### config.mk
export PLATFORM = sky130hd
export DESIGN_NAME = sh_mtu
export DESIGN_NICKNAME = d
export VERILOG_FILES = /design/src/rtl/sh_mtu.sv
export SDC_FILE = /design/constraint.sdc
export NUM_CORES = 1
export LEC_CHECK = 0
export ABC_CLOCK_PERIOD_IN_PS = 7600
export BUFFER_PORTS_ARGS = -buffer_cell sky130_fd_sc_hd__buf_4
export CAP_MARGIN = 15
export CORE_MARGIN = 5
export CORE_UTILIZATION = 30
export DETAILED_ROUTE_END_ITERATION = 16
export PLACE_DENSITY_LB_ADDON = 0.08
export SLEW_MARGIN = 20
export SYNTH_ARGS = -nofsm -noshare
export SYNTH_HDL_FRONTEND = slang
export SYNTH_SLANG_ARGS = --single-unit
### constraint.sdc
create_clock -name CLK -period 7.6 [get_ports CLK]
set_input_delay 0.76 -clock CLK [delete_from_list [all_inputs] [get_ports CLK]]
set_output_delay 0.76 -clock CLK [all_outputs]
set_load 0.01 [all_outputs]
### src/rtl/sh_mtu.sv
// sh_mtu: multi-channel compare-match timer, shared prescaler, vectored IRQ.
// Optional input capture when SH_MTU_CAPTURE_EN is defined.
module sh_mtu #(
  parameter int          CHANNELS  = 4,
  parameter int          CNT_W     = 16,
  parameter logic [31:0] BASE_ADDR = 32'hFFFFFE40
) (
  input  logic                CLK,
  input  logic                RST_N,
  input  logic                CE_R,
  input  logic                CE_F,
  input  logic                EN,
  input  logic                RES_N,
  input  logic                EXT_CLK,
`ifdef SH_MTU_CAPTURE_EN
  input  logic [CHANNELS-1:0] CAP_IN,
`endif
  output logic [CHANNELS-1:0] TOUT,
  input  logic [31:0]         IBUS_A,
  input  logic [31:0]         IBUS_DI,
  output logic [31:0]         IBUS_DO,
  input  logic [3:0]          IBUS_BA,
  input  logic                IBUS_WE,
  input  logic                IBUS_REQ,
  output logic                IBUS_BUSY,
  output logic                IBUS_ACT,
  output logic                IRQ,
  output logic [7:0]          VEC
);

`ifdef SH_MTU_CAPTURE_EN
  localparam logic [8:0] TCR_MASK = 9'h1F7;
`else
  localparam logic [8:0] TCR_MASK = 9'h0F7;
`endif
  localparam logic [31:0] WIN = 32'((CHANNELS + 1) * 16);

  logic [8:0]          tcr  [CHANNELS];
  logic [CNT_W-1:0]    tcnt [CHANNELS];
  logic [CNT_W-1:0]    tcmp [CHANNELS];
  logic [CNT_W-1:0]    cnt_nx [CHANNELS];
  logic [CNT_W-1:0]    cmp_nx [CHANNELS];
  logic [CHANNELS-1:0] cmf, ovf, tstr, tstr_nx;
  logic [CHANNELS-1:0] wr_ch, tick, match, ovfe, cap;
  logic [CHANNELS-1:0] capm, ie, toe, pend;
  logic [CHANNELS-1:0] cmf_clr, ovf_clr;
  logic [7:0]          tvr, tk_sel;
  logic [9:0]          pre;
  logic                ext_q;
  logic [31:0]         off, bmask;
  logic [CNT_W-1:0]    m_c, d_c;
  logic [3:0]          blk;
  logic [1:0]          rsel;
  logic [2:0]          idx;
  logic                adv, wr, wr_g;
  logic                unused;

  assign off       = IBUS_A - BASE_ADDR;
  assign blk       = off[7:4];
  assign rsel      = off[3:2];
  assign IBUS_ACT  = IBUS_REQ && (off < WIN);
  assign IBUS_BUSY = 1'b0;
  assign adv       = CE_R && EN;
  assign wr        = adv && IBUS_ACT && IBUS_WE;
  assign wr_g      = wr && (blk == 4'(CHANNELS));
  assign bmask     = {{8{IBUS_BA[3]}}, {8{IBUS_BA[2]}},
                      {8{IBUS_BA[1]}}, {8{IBUS_BA[0]}}};
  assign m_c       = bmask[CNT_W-1:0];
  assign d_c       = IBUS_DI[CNT_W-1:0];
  assign pend      = ie & (cmf | ovf);
  assign unused    = ^{CE_F, off[31:8], IBUS_DI, bmask};

  // Tick per clock select; /2^k fires when the low k prescaler bits are all 1.
  assign tk_sel = {1'b0, EXT_CLK & ~ext_q, &pre, &pre[7:0],
                   &pre[5:0], &pre[3:0], &pre[1:0], 1'b1};

  for (genvar g = 0; g < CHANNELS; g++) begin : g_bits
    assign capm[g] = tcr[g][8];
    assign ie[g]   = tcr[g][6];
    assign toe[g]  = tcr[g][7];
  end

`ifdef SH_MTU_CAPTURE_EN
  logic [CHANNELS-1:0] cs1, cs2, cs3;

  always_ff @(posedge CLK or negedge RST_N) begin
    if (!RST_N) begin
      {cs1, cs2, cs3} <= '0;
    end else if (CE_R && !RES_N) begin
      {cs1, cs2, cs3} <= '0;
    end else if (adv) begin
      cs1 <= CAP_IN;
      cs2 <= cs1;
      cs3 <= cs2;
    end
  end

  assign cap = cs2 & ~cs3 & capm;
`else
  assign cap = '0;
`endif

  always_comb begin
    tstr_nx = tstr;
    for (int n = 0; n < CHANNELS; n++) begin
      wr_ch[n] = wr && (blk == 4'(n));
      tick[n]  = tk_sel[tcr[n][2:0]] && tstr[n];
      match[n] = tick[n] && (tcnt[n] == tcmp[n]) && !capm[n];
      ovfe[n]  = tick[n] && (&tcnt[n]) && !(match[n] && tcr[n][4]);
      cnt_nx[n] = tcnt[n];
      if (tick[n])
        cnt_nx[n] = (match[n] && tcr[n][4]) ? '0 : tcnt[n] + 1'b1;
      // A CPU write to TCNT overrides the count.
      if (wr_ch[n] && rsel == 2'd1)
        cnt_nx[n] = (tcnt[n] & ~m_c) | (d_c & m_c);
      cmp_nx[n] = tcmp[n];
      if (wr_ch[n] && rsel == 2'd2)
        cmp_nx[n] = (tcmp[n] & ~m_c) | (d_c & m_c);
      if (cap[n])
        cmp_nx[n] = tcnt[n];
      cmf_clr[n] = wr_ch[n] && rsel == 2'd3 && IBUS_BA[0] && IBUS_DI[0];
      ovf_clr[n] = wr_ch[n] && rsel == 2'd3 && IBUS_BA[0] && IBUS_DI[1];
      if (match[n] && tcr[n][5])
        tstr_nx[n] = 1'b0;
    end
    if (wr_g && rsel == 2'd0 && IBUS_BA[0])
      tstr_nx = IBUS_DI[CHANNELS-1:0];
  end

  always_comb begin
    idx = '0;
    for (int n = CHANNELS - 1; n >= 0; n--)
      if (pend[n]) idx = 3'(n);
  end

  always_ff @(posedge CLK or negedge RST_N) begin
    if (!RST_N) begin
      for (int n = 0; n < CHANNELS; n++) begin
        tcr[n]  <= '0;
        tcnt[n] <= '0;
        tcmp[n] <= '0;
      end
      {cmf, ovf, tstr, TOUT} <= '0;
      {tvr, pre, ext_q, IRQ, VEC} <= '0;
    end else if (CE_R && !RES_N) begin
      for (int n = 0; n < CHANNELS; n++) begin
        tcr[n]  <= '0;
        tcnt[n] <= '0;
        tcmp[n] <= '0;
      end
      {cmf, ovf, tstr, TOUT} <= '0;
      {tvr, pre, ext_q, IRQ, VEC} <= '0;
    end else if (adv) begin
      pre   <= pre + 1'b1;
      ext_q <= EXT_CLK;
      tstr  <= tstr_nx;
      cmf   <= (cmf & ~cmf_clr) | match | cap;
      ovf   <= (ovf & ~ovf_clr) | ovfe;
      TOUT  <= TOUT ^ (match & toe);
      for (int n = 0; n < CHANNELS; n++) begin
        tcnt[n] <= cnt_nx[n];
        tcmp[n] <= cmp_nx[n];
        if (wr_ch[n] && rsel == 2'd0)
          tcr[n] <= ((tcr[n] & ~bmask[8:0])
                   | (IBUS_DI[8:0] & bmask[8:0])) & TCR_MASK;
      end
      if (wr_g && rsel == 2'd1 && IBUS_BA[0])
        tvr <= IBUS_DI[7:0];
      IRQ <= |pend;
      if (|pend)
        VEC <= tvr + 8'(idx);
    end
  end

  always_comb begin
    IBUS_DO = '0;
    if (IBUS_ACT) begin
      for (int n = 0; n < CHANNELS; n++)
        if (blk == 4'(n))
          unique case (rsel)
            2'd0: IBUS_DO = 32'(tcr[n]);
            2'd1: IBUS_DO = 32'(tcnt[n]);
            2'd2: IBUS_DO = 32'(tcmp[n]);
            2'd3: IBUS_DO = {30'd0, ovf[n], cmf[n]};
          endcase
      if (blk == 4'(CHANNELS))
        case (rsel)
          2'd0:    IBUS_DO = 32'(tstr);
          2'd1:    IBUS_DO = {24'd0, tvr};
          default: IBUS_DO = '0;
        endcase
    end
  end

endmodule
==> out/metrics.yaml, run 1 <==
critical_path:
  cp_max_fo: 9
  cpMaxStageDelayCell: "and4_1"
  critPathMaxStageDelay_ps: 720
  required_ps: 6840
  r2r_setup_slack_ps: 3390
  r2r-start: "pre[0]"
  startpoint_type: "primary input"
  cp_top_family: "simple AND/OR/NAND/NOR gates"
  setup.worst_path.end_class: "primary output"
  reg2reg_to: "tcnt[3]"
  arrival_ps: 4620
  ff2ff_path_depth: 8
  worstSetupPathType: "in -> out"
  critPathBufInv: 4
  crit_chain: "buf_4 -> inv_1 -> ha_1 -> nor2b_1 -> nor3_2 -> and4_1 -> nor4_1 -> and4_1 -> nand2_1 -> inv_1 -> nand2_1 -> nor4_1 -> buf_4"
timing:
  fmax_ghz: 0.186
  report.final.slew_viol_count: 0
  fin_skew_ps: 13.3
  fin_ws_ps: 2220
  hold_violations: 0
  finalSetupViolCount: 0
  rsz0062_at_grt: "false"
  fin_crit_sh: 0.708
  relSlewSlack: 0.245
  tightest_slew_ps: 1120
  post-route-min-period_ps: 5380
  fin_setup_tns_ps: 0
logic_synthesis:
  synth_area_leaders: "dfrtp_1 34%, mux2i_1 12%, nor2_1 5.2%, o21ai_0 4.1%, xnor2_1 3.4%"
  synth_seq_cells: 200
  synth_edf_count: 0
  synth_cell_type_count: 80
  yosysTopAreaCell: "dfrtp_1"
  ys_warn_count: 0
  seq_area_frac_synth: 0.340
  syn_avg_cell_area_um2: 8.42
  synthArstFlopShare: 1.00
  synth_area_um2: 14700
  synthFlopType: "dfrtp_1"
  postSynthCellCount: 1746
  yosysTopAreaCellShare: 0.340
global_route:
  grt_max_degree: 107
  grt_usage: 0.233
  antenna_found_initial: 0
  grt_pass1_wl_um: 92100
  globalRouteOverflowTotal: 0
  grt_pass1_vias: 13300
placed_design:
  pre_cts_ws_ps: 2230
  dp_hpwl_um: 43700
  io_buffers: 85
  gp_congestion: 0.881
cts:
  cts_buffers: 17
  cts_tree: "built"
  numClockSinks: 200
  hold_buffers: 0
  clk_pin_slew_ps: 70
  postCtsSetupBuffers: 0
  cts_max_level: 4
  cts_resized: 0
  clockBufferDepth: 2
  clock-root-buffer: "clkbuf_16"
  clk_latency_ps: 510
floorplanning:
  chipWidth_um: 231
  start_util: 0.302
  pin_count: 124
  fp-row-count: 81
  die_area_um2: 53500
  die_h_um: 231
  core_um2: 48700
drt:
  route.antenna.remaining_nets: 0
  wirelength_um: 63400
  viasPerCell: 5.70
  drt-pass1-iter-count: 6
  drt-initial-drc-count: 1347
  drc: 0
  num_vias: 13700
  drt-wirelength-per-cell_um: 26.4
pwr:
  p_per_area_nw_per_um2: 150
  ir_drop_v: 0.000194
  p_leak_nw: 7.39
job:
  cap_violations: 0
finish:
  syn_to_final_growth_pct: 10.8
  mostFrequentLayoutCells: "201 x nor2_1, 200 x dfrtp_1, 169 x mux2i_1, 124 x nand2_1, 119 x o21ai_0"
  drive_above_1_share: 0.108
  final_common_cell: "nor2_1"
  diodes: 0
  final_nets: 1813
hold_path:
  hold_class: "in -> async"
outcome:
  outcome: "finished clean"
## worst reg2reg max path: cells and delay by family (launching register included)
| family | cells | cell delay, ps |
|---|---|---|
| AND/OR/NAND/NOR | 4 | 1800 |
| flip-flops | 1 | 390 |
| adder cells (fa/ha/maj) | 1 | 280 |
| AO/OA/AOI/OAI | 3 | 1680 |
## through the flow
step | total power [mW] | hold WS (ps) | area, um^2 | cells | util
after floorplan | 1.30 | 464 | 14800 | 1762 | -
after global placement | 1.45 | 464 | 15700 | 2370 | 0.322
after detailed placement | 1.45 | 467 | 15700 | 2370 | 0.322
after CTS | 2.47 | 359 | 16300 | 2401 | 0.334
after global routing | 2.53 | 386 | 16300 | 2401 | 0.334
final | 2.44 | 311 | 16300 | 2401 | 0.334
## worst max path at each step
stage               slack [ps]  cells after the start          end  startpoint
floorplan                 3360                     14  IBUS_DO[11]   IBUS_A[6]
global placement          2300                     13  IBUS_DO[15]   IBUS_A[6]
detailed placement        2230                     13  IBUS_DO[15]   IBUS_A[6]
CTS                       2220                     13  IBUS_DO[15]   IBUS_A[6]
global route              1920                     13  IBUS_DO[15]   IBUS_A[6]
finish                    2220                     13  IBUS_DO[15]   IBUS_A[7]
## sequential cells by signal (all words and copies together) (netlist names)
name   count
pre       10
tstr       4
ext_q      1
IRQ        1
tvr        8
tcmp      64
tcnt      64
cmf        4
VEC        8
TOUT       4
ie         4
tcr       24
ovf        4
## synthesized netlist by cell type, types with 6 or more instances
cell / n
a22o_1: 37
or2_2: 10
o22ai_1: 27
nor4_1: 20
o21ai_1: 18
buf_1: 14
xnor2_1: 57
and3_1: 27
dfrtp_1: 200
inv_1: 40
nand2b_1: 18
o211ai_1: 7
nand3_1: 47
a22oi_1: 34
nand3_2: 12
and2_1: 19
nand2_1: 124
and4_1: 8
mux2i_1: 169
o2bb2ai_1: 16
o31ai_1: 9
a21oi_1: 99
clkbuf_1: 115
nor2_1: 203
a31oi_1: 9
buf_4: 20
a221oi_1: 11
nor3_1: 20
buf_2: 7
a21o_1: 8
o32ai_1: 6
a21boi_0: 11
a32o_1: 6
xor2_1: 28
o21ai_0: 119
nand4_1: 30
or3_1: 13
nand3b_1: 13
ha_1: 10
nor2b_1: 10
a211oi_1: 12
## report_power, final
part	switching, mW	internal [mW]	total (mW)
logic	0.233	0.100	0.334
registers	0.0264	1.08	1.10
clock network	0.483	0.526	1.01
total	0.742	1.70	2.44
## cells by family after synthesis
family                     Yosys count  share of synthesized area
adders and majority gates           11                    0.00987
DFF                                200                      0.340
and+or+nand+nor                    604                      0.208
buffers and inverters              201                     0.0596
AOI/OAI and AO/OA                  466                      0.206
other                                1                   0.000255
xor gates and xnor gates            85                     0.0506
muxes                              178                      0.126
## per-layer routing
metal | track usage | wire, um
met2 | 0.371 | 29400
met5 | 0 | 0
met1 | 0.321 | 28800
met3 | 0.0414 | 3210
met4 | 0.0762 | 1920
## area by class of cell
| cell class | count | area [um^2] |
|---|---|---|
| inverters | 40 | 150 |
| fillers | 5103 | 32500 |
| flip-flops and latches | 200 | 5000 |
| clock buffers | 20 | 447 |
| well taps | 664 | 831 |
| repair buffers | 105 | 796 |
| multi-input cells | 1361 | 8920 |
| clock inverters | 11 | 148 |
No activity file was read; power rests on OpenSTA's default activity.
==> inputs of run 2 (changes only) <==
ABC_CLOCK_PERIOD_IN_PS = 5200   (was 7600)
clock period = 5.2 ns   (was 7.6 ns; I/O delays follow)
==> out/metrics.yaml, run 2 (synthesis gave the netlist of run 1 again) <==
cts:
  clock-root-buffer: "clkbuf_16"
  cts_buffers: 17
  cts_tree: "built"
  postCtsSetupBuffers: 0
  numClockSinks: 200
  clockBufferDepth: 2
  clk_latency_ps: 520
  cts_max_level: 4
  clk_pin_slew_ps: 80
  hold_buffers: 0
  cts_resized: 0
drt:
  wl_met1_um: 29100
  topRoutingLayerUsed: "met4"
  wirelength_um: 64200
  drt-initial-drc-count: 1283
  route.met2.wl_um: 29900
  drt-pass1-iter-count: 6
  drc: 0
  drt-wirelength-per-cell_um: 26.6
  viasPerCell: 5.66
  num_vias: 13700
  met3RoutedLength_um: 3180
  route.antenna.remaining_nets: 0
finish:
  syn_to_final_growth_pct: 11.5
  final_area_um2: 16400
  drive_above_1_share: 0.116
  final_common_cell: "nor2_1"
  top_regs: "tcmp (64), tcnt (64), tcr (24)"
  final_nets: 1827
  mostFrequentLayoutCells: "202 x nor2_1, 200 x dfrtp_1, 169 x mux2i_1, 124 x nand2_1, 119 x o21ai_0"
pwr:
  p_per_area_nw_per_um2: 215
  p_leak_nw: 7.45
  ir_drop_v: 0.000282
floorplanning:
  die_h_um: 231
  start_util: 0.302
  chipWidth_um: 231
  die_area_um2: 53500
  core_um2: 48700
  pin_count: 124
  fp-row-count: 81
critical_path:
  required_ps: 4680
  cp_max_fo: 8
  crit_start: "IBUS_A[6]"
  worstSetupEndpoint: "IBUS_DO[15]"
  setup.worst_path.end_class: "primary output"
  critPathMaxStageDelay_ps: 480
  ff2ff_path_depth: 9
  arrival_ps: 3720
  r2r-start: "pre[0]"
  r2r_setup_slack_ps: 1390
  crit_chain: "buf_4 -> inv_1 -> ha_1 -> nor2b_1 -> nor3_2 -> and4_1 -> nor4_1 -> and4_1 -> nand2_1 -> inv_1 -> nand2_1 -> nor4_1 -> buf_4"
  startpoint_type: "primary input"
  cpMaxStageDelayCell: "nor2b_1"
  worstSetupPathType: "in -> out"
  reg2reg_to: "tcnt[6]"
global_route:
  globalRouteOverflowTotal: 0
  grt_usage: 0.237
  grt_max_degree: 103
  grt_pass1_wl_um: 93500
  antenna_found_initial: 0
  grt_pass1_vias: 13300
placed_design:
  io_buffers: 85
  dp_hpwl_um: 44700
  gp_congestion: 0.916
  placed_cell_area_um2: 15800
timing:
  tightest_slew_ps: 1190
  fin_hold_ws_ps: 17.7
  fmax_ghz: 0.236
  rsz0062_at_grt: "false"
  hold_violations: 0
  fin_setup_tns_ps: 0
  relSlewSlack: 0.200
  fin_crit_sh: 0.816
  finalSetupViolCount: 0
  fin_skew_ps: 17.8
  post-route-min-period_ps: 4240
  report.final.slew_viol_count: 0
hold_path:
  hold_class: "in -> async"
job:
  cap_violations: 0
outcome:
  outcome: "finished clean"
-- run 2: worst min-delay path by stage --
stage / endpoint / slack (ps) / cells after the start
4_1_cts: VEC[7] / 90 / 1
3_3_place_gp: IRQ / 470 / 2
2_1_floorplan: IRQ / 220 / 0
5_1_grt: IRQ / 80 / 1
3_5_place_dp: IRQ / 480 / 2
6_report: VEC[4] / 20 / 1
-- run 2: stage by stage --
step	std cells	utilization	total power, mW	setup WS, ps
final	2417	0.336	3.52	958
after global placement	2384	0.325	2.13	757
after floorplan	1762	-	1.89	1440
after CTS	2416	0.336	3.56	949
after detailed placement	2384	0.325	2.13	677
after global routing	2416	0.336	3.65	656
-- run 2: routing by layer --
layer	GRT usage	vias to the layer above
li1	-	6289
met1	0.327	6889
met2	0.378	410
met3	0.0366	82
met4	0.0840	0
met5	0	-
-- run 2: where the power goes --
part / internal, mW / switching, mW
combinational: 0.151 / 0.347
sequential: 1.57 / 0.0376
clock: 0.670 / 0.739
-- run 2: layout make-up --
type / instances / area [um^2]
Antenna cell: 1 / 2.50
Clock buffer: 17 / 425
Clock inverter: 15 / 140
Fill cell: 5150 / 32400
Inverter: 40 / 150
Multi-Input combinational cell: 1361 / 8910
Sequential cell: 200 / 5000
Tap cell: 664 / 831
Timing Repair Buffer: 119 / 926
-- run 2: worst max-delay path: cells and delay by family --
family	cells	cell delay, ps
AND/OR/NAND/NOR	8	2490
buffers and inverters	4	500
adder cells (fa/ha/maj)	1	210
==> inputs of run 3 (changes only) <==
ABC_CLOCK_PERIOD_IN_PS = 4450   (was 5200)
clock period = 4.45 ns   (was 5.2 ns; I/O delays follow)
==> out/metrics.yaml, run 3 (synthesis gave the netlist of run 1 again) <==
critical_path:
  startpoint_type: "primary input"
  worstSetupPathType: "in -> out"
  r2r-start: "pre[0]"
  crit_start: "IBUS_A[6]"
  cp_max_fo: 9
  arrival_ps: 3640
  required_ps: 4010
  setup.worst_path.end_class: "primary output"
finish:
  final_common_cell: "nor2_1"
  mostFrequentLayoutCells: "201 x nor2_1, 200 x dfrtp_1, 169 x mux2i_1, 145 x buf_4, 124 x nand2_1"
  top_regs: "tcmp (64), tcnt (64), tcr (24)"
  diodes: 0
  final_util: 0.341
  drive_above_1_share: 0.130
  syn_to_final_growth_pct: 13.0
  final_nets: 1856
floorplanning:
  die_area_um2: 53500
  start_util: 0.302
  pin_count: 124
  die_h_um: 231
  fp-row-count: 81
  core_um2: 48700
  chipWidth_um: 231
global_route:
  grt_pass1_wl_um: 95300
  use_met3: 0.0428
  globalRouteOverflowTotal: 0
  use_met1: 0.332
  busiest_layer: "met2"
  grt_pass1_vias: 13600
  antenna_found_initial: 2
  grt.met2_usage: 0.379
  grt_usage: 0.240
  grt_max_degree: 89
drt:
  viasPerCell: 5.69
  drc: 0
  wirelength_um: 64600
  drt-pass1-iter-count: 5
  drt-initial-drc-count: 1323
  num_vias: 13900
  drt-wirelength-per-cell_um: 26.4
  route.antenna.remaining_nets: 0
cts:
  postCtsSetupBuffers: 0
  clock-root-buffer: "clkbuf_16"
  cts_tree: "built"
  cts_max_level: 4
  clk_pin_slew_ps: 80
  clk_latency_ps: 500
  cts_resized: 0
  numClockSinks: 200
  clockBufferDepth: 2
  cts_buffers: 17
outcome:
  outcome: "finished clean"
timing:
  fmax_ghz: 0.245
  finalSetupViolCount: 0
  report.final.slew_viol_count: 0
  relSlewSlack: 0.284
  rsz0062_at_grt: "false"
  post-route-min-period_ps: 4080
  tightest_slew_ps: 1070
  fin_skew_ps: 9.17
  fin_setup_tns_ps: 0
  hold_violations: 0
  fin_crit_sh: 0.917
job:
  cap_violations: 0
placed_design:
  dp_hpwl_um: 45800
  gp_congestion: 0.919
  io_buffers: 85
pwr:
  p_leak_nw: 7.61
  p_per_area_nw_per_um2: 247
  ir_drop_v: 0.000332
hold_path:
  min_from: "EXT_CLK"
  hold_class: "in -> reg"
## run 3: cell types whose count changed in the layout (fill, tap and decap cells not counted), sizes merged
cell,before,now
clkbuf,17,25
inv,47,42
clkinv,4,5
diode,1,0
dlygate4sd3,0,1
clkinvlp,3,0
buf,119,147
bufinv,1,0
## run 3: worst paths after layout
check	end	slack (ps)	depth (start not counted)
max in group asynchronous	tcnt[25]	2780	3
hold reg to reg	VEC[2]	490	2
setup reg to reg	tcnt[25]	670	10
min in group asynchronous	VEC[6]	520	2
hold / removal	ext_q	190	2
setup / recovery	IBUS_DO[15]	370	13
## run 3: area by class of cell
| class | instances | area (um^2) |
|---|---|---|
| Sequential cell | 200 | 5000 |
| Timing Repair Buffer | 148 | 1130 |
| Clock inverter | 7 | 57.6 |
| Inverter | 40 | 150 |
| Tap cell | 664 | 831 |
| Multi-Input combinational cell | 1361 | 8910 |
| Clock buffer | 25 | 526 |
| Fill cell | 5180 | 32100 |
## run 3: timing repair
| item | in CTS | in global routing |
|---|---|---|
| hold buffers | 1 | 0 |
| endpoints found under the setup margin | 0 | 0 |
| hold endpoints to repair | 39 | 0 |
## run 3: routing by layer
metal	wire length, um	vias up
met5	0	-
met3	3460	91
met2	29800	458
li1	-	6346
met1	29100	7007
met4	2220	0
## run 3: where the power goes
group / leakage (nW) / internal (mW) / total, mW / switching, mW
clock network: 0.290 / 0.827 / 1.64 / 0.812
logic: 4.55 / 0.184 / 0.591 / 0.407
registers: 2.78 / 1.84 / 1.88 / 0.0423
total: 7.61 / 2.85 / 4.11 / 1.26
## run 3: per-stage QoR
step / total power, mW / hold WS [ps] / setup WS, ps / std cells / instance area (um^2)
6_report: 4.11 / 194 / 369 / 2445 / 16600
5_1_grt: 4.27 / 191 / 95.3 / 2445 / 16600
4_1_cts: 4.16 / 157 / 383 / 2445 / 16600
3_5_place_dp: 2.50 / 483 / 381 / 2412 / 16000
3_3_place_gp: 2.50 / 468 / 444 / 2412 / 16000
2_1_floorplan: 2.21 / 149 / 841 / 1762 / 14800
## run 3: worst max-delay path, stage by stage
cell	delay, ps
buf_4	110
inv_1	50
ha_1	220
nor2b_1	180
or3_1	470
o31a_1	360
a211oi_1	160
and4_1	260
nand2_1	320
inv_1	180
nand2_1	250
nor4_1	440
buf_4	190
